--- src/rtl/bexkat1_branch_unit_pkg.sv ---
// bexkat1Def: condition codes, CCR layout and the shared condition evaluator.
package bexkat1Def;

    typedef enum logic [3:0] {
        CondAlways = 4'd0,
        CondEq     = 4'd1,
        CondNe     = 4'd2,
        CondLtu    = 4'd3,
        CondGeu    = 4'd4,
        CondGtu    = 4'd5,
        CondLeu    = 4'd6,
        CondLt     = 4'd7,
        CondGe     = 4'd8,
        CondGt     = 4'd9,
        CondLe     = 4'd10,
        CondNever  = 4'd11
    } cond_t;

    // Field order makes the packed value read as {c,z,n,v}.
    typedef struct packed {
        logic c;
        logic z;
        logic n;
        logic v;
    } ccr_t;

    // Codes 11..15 all fall into the default and evaluate false.
    function automatic logic cond_eval(cond_t cond, ccr_t ccr);
        logic lt;
        lt = ccr.n ^ ccr.v;
        case (cond)
            CondAlways: cond_eval = 1'b1;
            CondEq:     cond_eval = ccr.z;
            CondNe:     cond_eval = ~ccr.z;
            CondLtu:    cond_eval = ccr.c;
            CondGeu:    cond_eval = ~ccr.c;
            CondGtu:    cond_eval = ~ccr.c & ~ccr.z;
            CondLeu:    cond_eval = ccr.c | ccr.z;
            CondLt:     cond_eval = lt;
            CondGe:     cond_eval = ~lt;
            CondGt:     cond_eval = ~ccr.z & ~lt;
            CondLe:     cond_eval = ccr.z | lt;
            default:    cond_eval = 1'b0;
        endcase
    endfunction

endpackage

--- src/rtl/bexkat1_branch_unit_target.sv ---
// Branch target adder: pc+4, plus the sign-extended word offset when taken.
module bexkat1_branch_unit_target #(
    parameter int unsigned WIDTH = 32,
    parameter int unsigned OFFW  = 16
) (
    input  logic [WIDTH-1:0] i_pc,
    input  logic [OFFW-1:0]  i_off,
    input  logic             i_taken,
    output logic [WIDTH-1:0] o_target
);

    logic [WIDTH-1:0] w_seq;
    logic [WIDTH-1:0] w_off_bytes;

    // Word offset -> byte offset; sums wrap modulo 2^WIDTH.
    always_comb begin
        w_seq       = i_pc + WIDTH'(4);
        w_off_bytes = {{(WIDTH-OFFW-2){i_off[OFFW-1]}}, i_off, 2'b00};
        o_target    = i_taken ? (w_seq + w_off_bytes) : w_seq;
    end

endmodule

--- src/rtl/bexkat1_branch_unit.sv ---
// bexkat1 branch unit: CCR holder, branch resolver and one-entry result register.
// Optional macro BEXKAT1_CCR_BYPASS_EN forwards same-cycle flags into the evaluation
// instead of stalling the request for one cycle.
module bexkat1_branch_unit
    import bexkat1Def::*;
#(
    parameter int unsigned WIDTH = 32,
    parameter int unsigned OFFW  = 16
) (
    input  logic             clk_i,
    input  logic             rst_i,
    input  logic             flush_i,
    input  logic             flags_we_i,
    input  logic             c_i,
    input  logic             z_i,
    input  logic             n_i,
    input  logic             v_i,
    output logic [3:0]       ccr_o,
    input  logic             br_valid_i,
    output logic             br_ready_o,
    input  logic [3:0]       br_cond_i,
    input  logic [WIDTH-1:0] br_pc_i,
    input  logic [OFFW-1:0]  br_off_i,
    output logic             res_valid_o,
    input  logic             res_ready_i,
    output logic             res_taken_o,
    output logic [WIDTH-1:0] res_target_o
);

    ccr_t             r_ccr;
    logic             r_valid;
    logic             r_taken;
    logic [WIDTH-1:0] r_target;

    ccr_t             w_ccr_new;
    ccr_t             w_ccr_eval;
    logic             w_taken;
    logic             w_accept;
    logic [WIDTH-1:0] w_target;

    // Evaluation CCR, handshake and condition resolution.
    always_comb begin
        w_ccr_new = '{c: c_i, z: z_i, n: n_i, v: v_i};
`ifdef BEXKAT1_CCR_BYPASS_EN
        w_ccr_eval = flags_we_i ? w_ccr_new : r_ccr;
        br_ready_o = ~r_valid | res_ready_i;
`else
        // Stall while the CCR is being written so the branch sees the settled value.
        w_ccr_eval = r_ccr;
        br_ready_o = (~r_valid | res_ready_i) & ~flags_we_i;
`endif
        w_accept = br_valid_i & br_ready_o;
        w_taken  = cond_eval(cond_t'(br_cond_i), w_ccr_eval);
    end

    bexkat1_branch_unit_target #(
        .WIDTH (WIDTH),
        .OFFW  (OFFW)
    ) u_target (
        .i_pc     (br_pc_i),
        .i_off    (br_off_i),
        .i_taken  (w_taken),
        .o_target (w_target)
    );

    // CCR load is independent of flush.
    always_ff @(posedge clk_i or negedge rst_i) begin
        if (!rst_i) begin
            r_ccr <= '0;
        end else if (flags_we_i) begin
            r_ccr <= w_ccr_new;
        end
    end

    // Result register: flush wins, then accept (covers back-to-back), then drain.
    always_ff @(posedge clk_i or negedge rst_i) begin
        if (!rst_i) begin
            r_valid  <= 1'b0;
            r_taken  <= 1'b0;
            r_target <= '0;
        end else if (flush_i) begin
            r_valid <= 1'b0;
        end else if (w_accept) begin
            r_valid  <= 1'b1;
            r_taken  <= w_taken;
            r_target <= w_target;
        end else if (res_ready_i) begin
            r_valid <= 1'b0;
        end
    end

    assign ccr_o        = r_ccr;
    assign res_valid_o  = r_valid;
    assign res_taken_o  = r_taken;
    assign res_target_o = r_target;

endmodule

--- config.mk ---
export PLATFORM = sky130hd
export DESIGN_NAME = bexkat1_branch_unit
export DESIGN_NICKNAME = d
export VERILOG_FILES = /design/src/rtl/bexkat1_branch_unit_pkg.sv /design/src/rtl/bexkat1_branch_unit_target.sv /design/src/rtl/bexkat1_branch_unit.sv
export SDC_FILE = /design/constraint.sdc
export NUM_CORES = 1
export LEC_CHECK = 0
export BUFFER_PORTS_ARGS = -buffer_cell sky130_fd_sc_hd__buf_4
export CORE_MARGIN = 2
export CORE_UTILIZATION = 56
export CTS_CLUSTER_DIAMETER = 30
export CTS_CLUSTER_SIZE = 28
export DETAILED_ROUTE_END_ITERATION = 6
export PLACE_DENSITY = 0.84
export SYNTH_ARGS = -nofsm -noshare
export SYNTH_HDL_FRONTEND = slang
export SYNTH_SLANG_ARGS = --single-unit
--- constraint.sdc ---
create_clock -name clk_i -period 5.6 [get_ports clk_i]
set_input_delay 1.4 -clock clk_i [delete_from_list [all_inputs] [get_ports clk_i]]
set_output_delay 1.4 -clock clk_i [all_outputs]
set_load 0.02 [all_outputs]
==> summary.md <==
| Metric | Value |
|---|---|
| Non-Filler Instances | 702 |
| ANT nets after route | 0 |
| Hold-fix buffers, CTS | 0 |
| Root Buffer | clkbuf_8 |
| Syn avg cell area | 7.83 sq um |
| Post-CTS sizing | 0 |
| Top post-synthesis cells by count | nand2_1 (61), a21oi_1 (53), nor2_1 (40), dfrtp_1 (38), ha_1 (37) |
| Crit end category | flip-flop |
| Longest Clk Path Bufs | 2 |
| Leakage Power | 2.30 nW |
| Area contributors post-synth | dfrtp_1 (24%), ha_1 (12%), xnor2_1 (7.2%) |
| Setup-failing EPs final | 0 |
| Leading cell type by number of instances after synthesis | nand2_1 |
| Final WS setup | 0.907 ns |
| Diode count | 0 |
| Fmax achieved | 213 MHz |
| Crit-path max cell delay | 0.44 ns |
| Placed cells | 694 |
| Pwr dens | 252 mW/mm^2 |
| Setup Total Neg Slack | 0 ns |
| # rows | 30 |
| Initial DRC Count | 323 |
| Fin crit period | 4.69 ns |
| Clock sinks | 38 |
| Gr usage total | 29.1% |
| Register area share after synthesis | 23.7% |
| Syn Nets | 612 |
| Flop and latch count out of synthesis | 38 |
| Initial antenna violation count | 0 |
| Worst Skew | 0.00415 ns |
| Vias in the first global route | 3692 |
| Routability Congestion | 0.944 |
| Worst path slowest cell | nor2b_1 |
| Die width | 88.6 microns |
| Vias | 4206 |
| Vias/cell | 5.99 |
| Crit-path max FO | 8 |
| Num ports | 101 |
| Status | finished, final reports clean |
| Top cell type by total area after synthesis | dfrtp_1 |
| Unrepaired setup endpoints after global routing | false |
| Port Buffers | 100 |
| Final Net Count | 705 |
| Largest net degree at the start of global routing | 49 |
| Placement Cell Area | 0.00483 sq mm |
| Post-layout util | 72.3% |
| Main synth FF type | dfrtp_1 |
| Part of the cycle the worst path needs | 83.8% |
| Dpl ws | 0.662 ns |
| Worst min-delay path class | flip-flop to flip-flop |
| Startpoint Class | input port |
| First-pass GRT wire length | 17.8 mm |
| DR pass1 iterations | 5 |
| Area delta synth->final | 23.9% |
| Die H | 88.6 microns |
| HPWL after DPL | 9.11 mm |
| Post-Syn Instances | 512 |
| Total CTS buffers | 5 |
| Core area | 0.00687 sq mm |
| Synth warn | 0 |
| Initial Utilization | 58.4% |
| Final Hold Fails | 0 |
| # DRC | 0 |
| Crit Path Class | input port to flip-flop |
| Peak VDD IR | 0.112 mV |
| Worst-margin pin slew | 1.00 ns |
| Yosys top cell area share | 23.7% |
| Arr. time, crit path | 4.90 ns |
| Clock latency on the worst-skew pair | 0.29 ns |
| Final WL | 11.5 mm |
| Clk slew on worst S/H paths | 0.08 ns |
| Synthesized area | 0.00401 sq mm |
| Layout cells sized above 1 | 21.1% |
| Post-synth EDFFs | 0 |
| Worst-path cell chain | buf_4, and4_1, nor2b_1, nand2_1, xnor2_1, ha_1, a211oi_1, o21ai_1, a211oi_2, a211oi_2, a2111oi_2, xnor2_1, a21oi_1, o31ai_2 |
| GRT overflow | 0 |
| Final Max Tran Viols | 0 |
| Post-route cell area | 0.00497 sq mm |
| Max-cap violation count | 0 |
| CTS tree | built |
| Die ar. | 0.00785 sq mm |
| Netlist cell types | 54 |
| # Post-CTS Setup Buffers | 0 |
| CP required | 5.81 ns |
| Asr flop ratio synth | 100% |
| Relative slew slack | 33.0% |
| WL/cell | 16.4 microns |
| CTS HTree Levels | 2 |
## metrics by stage
| stage | hold slack, ns | total power (W) |
|---|---|---|
| 2_1_floorplan | 0.589 | 0.000741 |
| 3_5_place_dp | 0.473 | 0.000969 |
| 4_1_cts | 0.492 | 0.00125 |
| 3_3_place_gp | 0.462 | 0.000954 |
| 5_1_grt | 0.512 | 0.00133 |
| 6_report | 0.486 | 0.00125 |
## cell type report
class                   instances  area, sq um
well taps                      96          120
fillers                       570         1900
multi-input cells             440         2930
clock inverters                 3         68.8
repair buffers                102          766
clock buffers                   5         68.8
inverters                      18         67.6
flip-flops and latches         38          951
## state kept, by name, indices dropped and copies added (netlist names)
| register | flops |
|---|---|
| res_target_o | 32 |
| ccr_o | 4 |
| res_taken_o | 1 |
| res_valid_o | 1 |
## cells by family after synthesis
group / synth area share [%]
flip-flops: 23.7
AND/OR/NAND/NOR: 20.9
XOR/XNOR: 11.1
buffers and inverters: 3.34
AO/OA/AOI/OAI: 25.2
multiplexers: 3.68
adder cells (fa/ha/maj): 12.0
## placed cells by master, fill, tap and decap left out, types with 5 or more instances in the layout
| master | n |
|---|---|
| buf_4 | 102 |
| nand2_1 | 61 |
| a21oi_1 | 53 |
| nor2_1 | 39 |
| dfrtp_1 | 38 |
| ha_1 | 37 |
| xnor2_1 | 33 |
| o21ai_1 | 28 |
| nand3_1 | 24 |
| xor2_1 | 18 |
| inv_1 | 17 |
| o21ai_0 | 12 |
| a21o_1 | 12 |
| nand4_1 | 11 |
| nor3_1 | 11 |
| o21bai_1 | 10 |
| and3_1 | 9 |
| mux2i_1 | 8 |
| a211oi_1 | 8 |
| o211ai_1 | 8 |
| and4_1 | 5 |
| mux2_2 | 5 |
| o21a_1 | 5 |
| clkbuf_8 | 5 |
## critical path: cells and delay by family
kind	cells	cell delay (ns)
AO/OA/AOI/OAI	7	1.54
XOR/XNOR	2	0.58
buffers and inverters	1	0.11
adder cells (fa/ha/maj)	1	0.38
AND/OR/NAND/NOR	3	0.90
## power breakdown
group          switching (W)  internal (W)
Sequential         0.0000377      0.000335
Combinational       0.000346      0.000253
Clock               0.000103      0.000178
Total               0.000486      0.000767
## path summary, 6_finish.rpt
check,from,end,slack [ns],cells after the start
hold / removal,res_target_o[1],res_target_o[1],0.49,2
setup reg to reg,ccr_o[0],res_target_o[25],2.86,9
setup / recovery,br_pc_i[5],res_target_o[31],0.91,14
hold reg to reg,res_target_o[1],res_target_o[1],0.49,2
max in group asynchronous,rst_i,res_target_o[1],4.20,1
min in group asynchronous,rst_i,res_target_o[7],1.06,1
## metal layers
metal	GRT usage, %	vias to the layer above	part of all wire [%]
li1	-	2042	-
met1	42.8	1964	46
met2	47.1	190	45
met3	2.05	10	7.5
met4	6.34	0	0.91
met5	0	-	0
Power figures use the tool's default switching activity.
